[config.mk]
export PLATFORM = sky130hd
export DESIGN_NAME = seg_frame_capture_flat
export DESIGN_NICKNAME = d
export VERILOG_FILES = /design/src/rtl/seg_cap_pkg.sv /design/src/rtl/seg_frame_capture_if.sv /design/src/rtl/seg7_decode.sv /design/src/rtl/seg_frame_capture.sv /design/src/flat_wrapper.sv
export SDC_FILE = /design/constraint.sdc
export NUM_CORES = 1
export LEC_CHECK = 0
export CAP_MARGIN = 15
export CORE_ASPECT_RATIO = 2
export CORE_MARGIN = 3
export CORE_UTILIZATION = 40
export CTS_BUF_LIST = sky130_fd_sc_hd__clkbuf_4 sky130_fd_sc_hd__clkbuf_8
export CTS_CLUSTER_DIAMETER = 60
export DETAILED_ROUTE_END_ITERATION = 12
export PLACE_DENSITY = 0.63
export RECOVER_POWER = 100
export SKIP_LAST_GASP = 1
export SLEW_MARGIN = 20
export SYNTH_ARGS = -nofsm -noshare
export SYNTH_HDL_FRONTEND = slang
export SYNTH_SLANG_ARGS = --single-unit
[constraint.sdc]
create_clock -name clk -period 6.1 [get_ports clk]
set_input_delay 1.525 -clock clk [delete_from_list [all_inputs] [get_ports clk]]
set_output_delay 1.525 -clock clk [all_outputs]
set_load 0.005 [all_outputs]
[src/rtl/seg_cap_pkg.sv]
// rtl/seg_cap_pkg.sv - shared types, constants and helpers for the 7-segment frame capture
package seg_cap_pkg;

  localparam int DIGIT_W    = 5;
  localparam int NUM_DIGITS = 8;

  typedef enum logic [2:0] {
    ST_IDLE,
    ST_DIGIT,
    ST_DOT,
    ST_CR,
    ST_LF
  } tx_state_t;

  localparam logic [7:0] ASCII_ZERO  = 8'h30;
  localparam logic [7:0] ASCII_DOT   = 8'h2E;
  localparam logic [7:0] ASCII_QMARK = 8'h3F;
  localparam logic [7:0] ASCII_CR    = 8'h0D;
  localparam logic [7:0] ASCII_LF    = 8'h0A;

  // Active-low g..a patterns, identical to the display driver's encode table
  localparam logic [6:0] SEG_PAT_0 = 7'h40;
  localparam logic [6:0] SEG_PAT_1 = 7'h79;
  localparam logic [6:0] SEG_PAT_2 = 7'h24;
  localparam logic [6:0] SEG_PAT_3 = 7'h30;
  localparam logic [6:0] SEG_PAT_4 = 7'h19;
  localparam logic [6:0] SEG_PAT_5 = 7'h12;
  localparam logic [6:0] SEG_PAT_6 = 7'h02;
  localparam logic [6:0] SEG_PAT_7 = 7'h78;
  localparam logic [6:0] SEG_PAT_8 = 7'h00;
  localparam logic [6:0] SEG_PAT_9 = 7'h18;

  // Digit code to printable character; the illegal-pattern code prints as '?'
  function automatic logic [7:0] digit_char(input logic [3:0] hex);
    return (hex == 4'hF) ? ASCII_QMARK : ASCII_ZERO + {4'h0, hex};
  endfunction

  // True when exactly one select line is driven low
  function automatic logic sel_one_hot_low(input logic [7:0] sel);
    logic [3:0] n;
    n = '0;
    for (int i = 0; i < NUM_DIGITS; i++) n = n + {3'b000, ~sel[i]};
    return n == 4'd1;
  endfunction

endpackage

[src/rtl/seg_frame_capture_if.sv]
// rtl/seg_frame_capture_if.sv - ASCII byte stream toward the UART transmit path
interface seg_frame_capture_if;
  logic [7:0] tx_data;
  logic       tx_valid;
  logic       tx_ready;

  modport master (output tx_data, output tx_valid, input tx_ready);
  modport slave  (input tx_data, input tx_valid, output tx_ready);
endinterface

[src/rtl/seg7_decode.sv]
// rtl/seg7_decode.sv - active-low segment pattern to {legal, dp, hex}
module seg7_decode
  import seg_cap_pkg::*;
(
  input  logic [7:0] seg,
  output logic       legal,
  output logic       dp,
  output logic [3:0] hex
);

  // Reverse lookup of the encode table; anything unknown is flagged and coded F
  always_comb begin
    legal = 1'b1;
    dp    = ~seg[7];
    case (seg[6:0])
      SEG_PAT_0: hex = 4'h0;
      SEG_PAT_1: hex = 4'h1;
      SEG_PAT_2: hex = 4'h2;
      SEG_PAT_3: hex = 4'h3;
      SEG_PAT_4: hex = 4'h4;
      SEG_PAT_5: hex = 4'h5;
      SEG_PAT_6: hex = 4'h6;
      SEG_PAT_7: hex = 4'h7;
      SEG_PAT_8: hex = 4'h8;
      SEG_PAT_9: hex = 4'h9;
      default: begin
        hex   = 4'hF;
        legal = 1'b0;
      end
    endcase
  end

endmodule

[src/rtl/seg_frame_capture.sv]
// rtl/seg_frame_capture.sv - samples the multiplexed display bus and streams each full frame as ASCII
module seg_frame_capture
  import seg_cap_pkg::*;
#(
  parameter int unsigned SETTLE = 16
) (
  input  logic                          clk,
  input  logic                          rst,
  input  logic [7:0]                    seg_in,
  input  logic [7:0]                    sel_in,
  output logic [NUM_DIGITS*DIGIT_W-1:0] digits_out,
  output logic                          err_flag,
  seg_frame_capture_if.master           tx
);

  localparam int RF_W    = NUM_DIGITS * DIGIT_W;
  localparam int TOP_LSB = (NUM_DIGITS - 1) * DIGIT_W;
  // The counter restarts one cycle after the new pair lands in the second
  // stage, so the pair has already been held two cycles when it reads zero.
  localparam logic [7:0] CNT_FIRE = 8'(SETTLE - 2);

  logic [7:0]  seg_s1, seg_s2, sel_s1, sel_s2, seg_q, sel_q;
  logic [7:0]  stab_cnt;
  logic        sampled;
  logic [2:0]  sel_idx, idx, idx_n, idx_m1;
  logic        sel_ok, pair_change, wr_en, snap, accept;
  logic        dec_legal, dec_dp;
  logic [3:0]  dec_hex;
  logic [7:0]  wr_bits, mask;
  logic [RF_W-1:0] digits_q, shadow_q;
  logic        err_q;
  tx_state_t   state, state_n;
  logic [7:0]  tx_data_q, tx_data_n;
  logic        tx_valid_q, tx_valid_n;

  seg7_decode u_decode (.seg(seg_s2), .legal(dec_legal), .dp(dec_dp), .hex(dec_hex));

  // Which digit the (single) low select line addresses
  always_comb begin
    sel_idx = '0;
    for (int i = 0; i < NUM_DIGITS; i++) if (!sel_s2[i]) sel_idx = 3'(i);
  end

  assign sel_ok      = sel_one_hot_low(sel_s2);
  assign pair_change = {sel_s2, seg_s2} != {sel_q, seg_q};
  assign wr_en       = sel_ok && !pair_change && !sampled && (stab_cnt == CNT_FIRE);
  assign wr_bits     = wr_en ? (8'h01 << sel_idx) : 8'h00;
  assign snap        = (mask == 8'hFF) && (state == ST_IDLE);
  assign accept      = tx_valid_q && tx.tx_ready;
  assign idx_m1      = idx - 3'd1;

  // Two-flop synchronizers plus a copy of the last synchronized pair for change detection
  always_ff @(posedge clk or posedge rst) begin
    if (rst) begin
      seg_s1 <= 8'hFF; seg_s2 <= 8'hFF; seg_q <= 8'hFF;
      sel_s1 <= 8'hFF; sel_s2 <= 8'hFF; sel_q <= 8'hFF;
    end else begin
      seg_s1 <= seg_in; seg_s2 <= seg_s1; seg_q <= seg_s2;
      sel_s1 <= sel_in; sel_s2 <= sel_s1; sel_q <= sel_s2;
    end
  end

  // Saturating stability counter and the once-per-select-period write lock
  always_ff @(posedge clk or posedge rst) begin
    if (rst) begin
      stab_cnt <= '0;
      sampled  <= 1'b0;
    end else begin
      if (pair_change || !sel_ok) stab_cnt <= '0;
      else if (stab_cnt != 8'hFF) stab_cnt <= stab_cnt + 8'd1;
      if (sel_s2 != sel_q) sampled <= 1'b0;
      else if (wr_en)      sampled <= 1'b1;
    end
  end

  // Live register file, capture mask and frame snapshot; a write on the snapshot edge survives in the mask
  always_ff @(posedge clk or posedge rst) begin
    if (rst) begin
      digits_q <= '0;
      shadow_q <= '0;
      mask     <= '0;
      err_q    <= 1'b0;
    end else begin
      if (wr_en) begin
        digits_q[sel_idx*DIGIT_W +: DIGIT_W] <= {dec_dp, dec_hex};
        if (!dec_legal) err_q <= 1'b1;
      end
      if (snap) begin
        shadow_q <= digits_q;
        mask     <= wr_bits;
      end else begin
        mask <= mask | wr_bits;
      end
    end
  end

  // Transmit FSM state and registered stream outputs
  always_ff @(posedge clk or posedge rst) begin
    if (rst) begin
      state      <= ST_IDLE;
      idx        <= '0;
      tx_data_q  <= 8'h00;
      tx_valid_q <= 1'b0;
    end else begin
      state      <= state_n;
      idx        <= idx_n;
      tx_data_q  <= tx_data_n;
      tx_valid_q <= tx_valid_n;
    end
  end

  // Next byte of the line: digits 7..0 with optional dots, then CR LF
  always_comb begin
    state_n    = state;
    idx_n      = idx;
    tx_data_n  = tx_data_q;
    tx_valid_n = tx_valid_q;
    case (state)
      ST_IDLE: if (snap) begin
        state_n    = ST_DIGIT;
        idx_n      = 3'd7;
        tx_data_n  = digit_char(digits_q[TOP_LSB +: 4]);
        tx_valid_n = 1'b1;
      end
      ST_DIGIT: if (accept) begin
        if (shadow_q[idx*DIGIT_W + 4]) begin
          state_n   = ST_DOT;
          tx_data_n = ASCII_DOT;
        end else if (idx == 3'd0) begin
          state_n   = ST_CR;
          tx_data_n = ASCII_CR;
        end else begin
          idx_n     = idx_m1;
          tx_data_n = digit_char(shadow_q[idx_m1*DIGIT_W +: 4]);
        end
      end
      ST_DOT: if (accept) begin
        if (idx == 3'd0) begin
          state_n   = ST_CR;
          tx_data_n = ASCII_CR;
        end else begin
          state_n   = ST_DIGIT;
          idx_n     = idx_m1;
          tx_data_n = digit_char(shadow_q[idx_m1*DIGIT_W +: 4]);
        end
      end
      ST_CR: if (accept) begin
        state_n   = ST_LF;
        tx_data_n = ASCII_LF;
      end
      ST_LF: if (accept) begin
        state_n    = ST_IDLE;
        tx_valid_n = 1'b0;
      end
      default: begin
        state_n    = ST_IDLE;
        tx_valid_n = 1'b0;
      end
    endcase
  end

  assign digits_out  = digits_q;
  assign err_flag    = err_q;
  assign tx.tx_data  = tx_data_q;
  assign tx.tx_valid = tx_valid_q;

endmodule

[src/flat_wrapper.sv]
// flat-port wrapper written by rule: the top's interface ports become plain ports
module seg_frame_capture_flat import seg_cap_pkg::*;
#(
  parameter int unsigned SETTLE = 16
)
  (clk, rst, seg_in, sel_in, digits_out, err_flag, tx_tx_data, tx_tx_valid, tx_tx_ready);
  seg_frame_capture_if tx_i ();
  input  logic clk;
  input  logic rst;
  input  logic [7:0] seg_in;
  input  logic [7:0] sel_in;
  output logic [NUM_DIGITS*DIGIT_W-1:0] digits_out;
  output logic err_flag;
  output wire logic [$bits(tx_i.tx_data)-1:0] tx_tx_data;
  output wire logic [$bits(tx_i.tx_valid)-1:0] tx_tx_valid;
  input wire logic [$bits(tx_i.tx_ready)-1:0] tx_tx_ready;
  assign tx_tx_data = tx_i.tx_data;
  assign tx_tx_valid = tx_i.tx_valid;
  assign tx_i.tx_ready = tx_tx_ready;
  seg_frame_capture #(.SETTLE(SETTLE)) u_core (.clk(clk), .rst(rst), .seg_in(seg_in), .sel_in(sel_in), .digits_out(digits_out), .err_flag(err_flag), .tx(tx_i));
endmodule
# Word level (Yosys, flattened, before mapping)
# Cells that the tools add are included.
[classes]
addsub = 13
n_mul = 3
order_cmp = 1
eq_ne = 28
shifts = 4
muxes = 45
bitwise_logic = 12
reduce_logical = 23
[ops]
columns = ["operator", "n"]
rows = [
  ["2-to-1 mux 8 bit", 12],
  ["2-to-1 mux 3 bit", 16],
  ["bitwise mux 40 bit", 1],
  ["case mux 4 bit (10 select lines)", 1],
  ["variable shift 5 x 34 -> 40 bit, first input constant", 1],
  ["variable part select 40 x 7 -> 4 bit", 1],
  ["variable part select 5 x 34 -> 40 bit", 1],
  ["negation 6 -> 34 bit", 1],
  ["less-than comparator 32 x 7 -> 1 bit, second input constant", 1],
  ["case mux 8 bit (4 select lines)", 1],
  ["adder 4 x 1 -> 4 bit", 6],
  ["equality test 7 x 5 -> 1 bit, second input constant", 3],
  ["equality test 7 bit, second input constant", 3],
  ["multiplier 3 x 3 -> 6 bit, second input constant", 3],
  ["inequality test 16 bit", 1],
  ["case mux 3 bit (5 select lines)", 1],
  ["adder 6 x 4 -> 7 bit, first input constant", 2],
  ["equality test 7 x 6 -> 1 bit, second input constant", 2],
  ["NOT 1 bit", 11],
  ["inequality test 2 x 1 -> 1 bit, second input constant", 5],
  ["AND reduction 5 bit", 2],
  ["OR reduction 10 bit", 1],
  ["case mux 3 bit (3 select lines)", 1],
  ["adder 8 x 1 -> 8 bit, second input constant", 1],
  ["33 further kinds", 51],
]
[word_totals]
register_bits = 161
in_bits = 19
out_inout_bits = 50
word_cells = 145

# Longest topological paths before layout
# Gate-level depths: netlist (run 1).
[logic_depth]
depth_word = 15
depth_mapped = 15

# By module
# From an unflattened synthesis (run 1), not the netlist that was laid out.
[unflattened]
cells_unflattened = 684
area_unflattened_um2 = 7603.5
[by_module_without_submodules]
columns = ["module", "n_inst", "cells_each", "area_per_inst_um2", "seq_area_each_um2"]
rows = [
  ["seg_frame_capture", 1, 639, 7282.0, 4038.9],
  ["seg7_decode", 1, 45, 321.6, 0.0],
]

# Least setup slack after synthesis (run 1)
# Ideal clock, no wire load.
[synth_path]
path_type = "reg-to-reg"
start = "reg u_core.sel_s2[0]"
end = "reg u_core.digits_q[30] (netlist: u_core.digits_out[30])"
arrival_ns = 4.450
slack_ns = 1.525
stages_incl_launch_ff = 16
path_buffers = 1
cell_sequence = "dfstp_2 > inv_1 > ha_1 > fa_1 > fa_1 > inv_1 > fa_1 > fa_1 > inv_1 > a211oi_1 > or4b_4 > nor4_4 > nor4b_4 > and2b_1 > buf_4 > mux2_2"
[synth_between]
elab_chain_cells = 12
elab_cells_between_ends = 14
[synth_rtl]
columns = ["element", "line", "text"]
rows = [
  ["from (decl)", "seg_frame_capture.sv:22", "logic [7:0] seg_s1, seg_s2, sel_s1, sel_s2, seg_q, sel_q;"],
  ["from (signal assigned)", "seg_frame_capture.sv:59", "sel_s1 <= sel_in; sel_s2 <= sel_s1; sel_q <= sel_s2;"],
  ["NOT 1 bit", "seg_cap_pkg.sv:42", "for (int i = 0; i < NUM_DIGITS; i++) n = n + {3'b000, ~sel[i]};"],
  ["adder 1 x 1 -> 2 bit", "seg_cap_pkg.sv:42", ""],
  ["adder 4 x 1 -> 4 bit (6 in a row)", "seg_cap_pkg.sv:42", ""],
  ["equality test 4 x 1 -> 1 bit", "seg_cap_pkg.sv:43", "return n == 4'd1;"],
  ["logical AND 1 bit (*) (3 in a row)", "seg_frame_capture.sv:46", "assign wr_en = sel_ok && !pair_change && !sampled && (stab_cnt == CNT_FIRE);"],
  ["to (signal, indexed assignment)", "seg_frame_capture.sv:85", "digits_q[sel_idx*DIGIT_W +: DIGIT_W] <= {dec_dp, dec_hex};"],
  ["to (decl)", "seg_frame_capture.sv:30", "logic [RF_W-1:0] digits_q, shadow_q;"],
]
# Mark *: on every way between the ends. The rest lies on a longest branch, timed or not.
# A chain may end at the register's enable or synchronous reset.

# Final worst setup path (run 1)
[layout_path]
start = "reg u_core.sel_s2[1]"
end = "reg u_core.digits_q[30] (netlist: u_core.digits_out[30])"
[layout_between]
elab_chain_cells = 12
elab_cells_between_ends = 26
[layout_rtl]
columns = ["element", "line"]
rows = [
  ["NOT 1 bit", "seg_cap_pkg.sv:42"],
  ["adder 1 x 1 -> 2 bit", "seg_cap_pkg.sv:42"],
  ["adder 4 x 1 -> 4 bit (6 in a row)", "seg_cap_pkg.sv:42"],
  ["equality test 4 x 1 -> 1 bit", "seg_cap_pkg.sv:43"],
  ["logical AND 1 bit (3 in a row)", "seg_frame_capture.sv:46"],
]
# Parallel ways exist; a longest one is shown, timed or not.

==> results.md, run 1 <==
* Post-synth top area share at 0.3732
* Synth Register Bits at 159
* Die footprint at roughly 0.02 mm²
* Port buffer count at 66
* ANT nets after route at 0
* Initial Util at 0.4066
* Final setup violation count at 0
* # clock sinks at 159
* Setup TNS at 0 ns
* Crit. End Element: flip-flop
* Failing checks: capacitance limit, slew limit
* Worst-path fanout max at 12
* Area of the mapped netlist at 0.007442 mm²
* Core ar. at 0.01831 mm²
* RSZ-0062 raised after global routing: false
* Yosys top cell by area: dfrtp_1
* Final hold vios at 0
* Clock Path Buffers at 2
* Pwr per Cell Area at 231.9 mW/mm²
* Post-cts resize count at 0
* Worst-Margin Slew at 3.215 ns
* Post-route DRC at 0
* Worst-path clk slew at roughly 0.090 ns
* Post-Syn Instances at 578
* Final #Nets at approximately 700
* Clock latency on the worst-skew pair at ~0.45 ns
* Fmax at 190.1 MHz
* Family with the most delay on the worst path: adder cells
* Core Rows at 70
* CP Data Arrival Time at 5.61 ns
* Worst hold slack at 0.3533 ns
* Initial antenna violation count at 0
* CTS tree: done
* Critical path class: reg2reg
* Seq/Total Area, Yosys at 0.5427
* Clock Skews at 0.01815 ns
* Die height at 198.9 µm
* Hold Buf Count CTS at 0
* HP Class: reg2reg
* Final period util at 0.8625
* Ys flop type: dfrtp_1
* H-tree depth at 4
* Area Overhead vs Synth at 15.64%
* Fin util at 0.4701
* Register-to-register setup slack at 0.84 ns
* Root Driver: clkbuf_8
* Largest stage delay on the critical path at 0.60 ns
* Crit path buffers/inverters at 4
* Total grt overflow at 0
* CTS Buf Count at 17
* # diodes at 0
* Slew Viols, Final at 130
* Aggregate global-route resource usage at 0.1894
* Top cells by count, synth: 111 x dfrtp_1, 48 x dfstp_2, 43 x mux2_1
* WL final at 18090 µm
* Crit-path most repeated cell: fa_1
* Synth top area cells: dfrtp_1 37%, dfstp_2 17%, mux2_1 6.5%, mux2_2 5.6%, mux4_2 4.5%
* Post-synth ARST share at 1.000
* EDFF count, synth at 0
* Vias per Instance at 5.592
* First-pass GRT wire length at roughly 29000 µm
* Post-synth cell types at 66
* Startpoint Class: flip-flop
* Vias in the first global route at 5210
* Layout cell share with drive strength beyond 1 at 0.1991
* Outcome: finished, violations left
* Chip Width at 102.5 µm
* RePlAce Congestion at roughly 0.9
* Most common cell in the netlist: dfrtp_1
* Peak supply drop at 0.1439 mV
* Final min period at 5.261 ns
* Pre-antenna DRT Iters at 6
* Pleak at between 3 and 4 nW
* Slew HR at -1.143
* Routed WL per cell at 20.70 µm
* 1st-iter DRT viols at 244
* IO Count at 69
* Req. time, crit path at between 6 and 7 ns
* Synthesis Warnings at 0
* Hpwl dp at 13910 µm
* Largest net degree at the start of global routing at 86
* Max-Cap Viols at 2
* Post-CTS setup repair buffer count at 0
* Slowest CP cell: dfstp_1
* Crit-path cells: inv_1 -> ha_1 -> fa_1 -> fa_1 -> inv_1 -> fa_1 -> fa_1 -> inv_1 -> a211oi_1 -> or4b_1 -> nor4_1 -> buf_4 -> nor4b_1 -> and2b_1 -> mux2_2
* Syn Area/Cell at 12.88 µm²
* DR vias at 4887
## cell usage in the layout, fill, tap and decap left out, types with 5 or more instances in the layout
master / count
a21oi_1: 14
a31oi_1: 5
clkbuf_8: 18
dfrtp_1: 111
dfstp_1: 16
dfstp_2: 32
dlygate4sd3_1: 66
fa_1: 5
ha_1: 16
inv_1: 26
mux2_1: 43
mux2_2: 37
mux2i_1: 13
mux4_2: 15
nand2_1: 43
nand2b_1: 5
nand3_1: 11
nand4_1: 9
nor2_1: 36
nor2b_1: 9
nor3_1: 7
o21ai_0: 12
xnor2_1: 7
xor2_1: 14
## where the power goes
group	internal [W]	switching [W]	leakage, nW	total (W)
Sequential	0.00108	0.0000163	2.03	0.00110
Combinational	0.0000379	0.0000670	1.77	0.000105
Clock	0.000382	0.000412	0.198	0.000794
## registers in the layout, summed over array words and instances (netlist names)
signal and count:
u_core.tx.tx_valid 1, u_core.shadow_q 40, u_core.state 3, u_core.mask 8
u_core.sel_s1 8, u_core.digits_out 40, u_core.seg_s1 8, u_core.idx 3
u_core.sel_s2 8, u_core.seg_q 8, u_core.seg_s2 8, u_core.sampled 1
u_core.sel_q 8, u_core.tx.tx_data 6, u_core.stab_cnt 8, u_core.err_flag 1
## layer usage
metal / vias to the layer above / part of all wire / global-route usage
met1: 2472 / 0.33 / 0.1878
met4: 0 / 0.081 / 0.1455
met5: - / 0 / 0
met2: 151 / 0.56 / 0.3386
li1: 2189 / - / -
met3: 75 / 0.031 / 0.03124
## layout make-up
cell class              instances  area (µm²)
fillers                      1682        9699
flip-flops and latches        159        4039
multi-input cells             370        3103
repair buffers                 71       691.9
well taps                     216       270.3
clock buffers                  18       247.7
clock inverters                14       156.4
inverters                      26       97.59
## worst paths after layout
check	cells after the start	end	startpoint
min in group asynchronous	2	u_core.digits_out[5]	rst
worst min-delay path	0	u_core.sel_s2[7]	u_core.sel_s1[7]
max in group asynchronous	3	u_core.stab_cnt[3]	rst
worst max register to register	15	u_core.digits_out[30]	u_core.sel_s2[1]
worst max-delay path	15	u_core.digits_out[30]	u_core.sel_s2[1]
worst min register to register	0	u_core.sel_s2[7]	u_core.sel_s1[7]
## cell families after synthesis
kind of cell / share of synthesized area
compound gates: 0.06540
xor+xnor: 0.02909
fa+ha+maj: 0.04035
buf+inv: 0.03077
flops: 0.5427
mux: 0.1839
other cells: 0.0005039
simple gates: 0.1073
## worst reg2reg max path: stages (launching register included)
cell      delay (ns)
dfstp_1         0.60
inv_1           0.07
ha_1            0.29
fa_1            0.46
fa_1            0.49
inv_1           0.05
fa_1            0.40
fa_1            0.50
inv_1           0.04
a211oi_1        0.25
or4b_1          0.48
nor4_1          0.22
buf_4           0.24
nor4b_1         0.40
and2b_1         0.32
mux2_2          0.36
## through the flow
step | std cells | worst slack [ns] | power, W | instance area [µm²]
6_report | 874 | 0.8385 | 0.001996 | 8606
5_1_grt | 874 | 0.5828 | 0.002083 | 8606
4_1_cts | 874 | 1.044 | 0.002036 | 8698
3_5_place_dp | 842 | 1.070 | 0.001233 | 8294
3_3_place_gp | 842 | 1.237 | 0.001227 | 8294
2_1_floorplan | 579 | 0.3629 | 0.001191 | 7446
Power figures use the tool's default switching activity.
==> run 2, diff against run 1 <==
--- a/constraint.sdc
+++ b/constraint.sdc
@@ -3,2 +3,2 @@
 set_output_delay 1.525 -clock clk [all_outputs]
-set_load 0.005 [all_outputs]
+set_load 0.1 [all_outputs]
==> results of run 2 <==
The final DEF is identical to that of run 1. Status: finished, violations left: capacitance limit, slew limit.
Among the figures that moved: total power 0.001996 W -> 0.002001 W
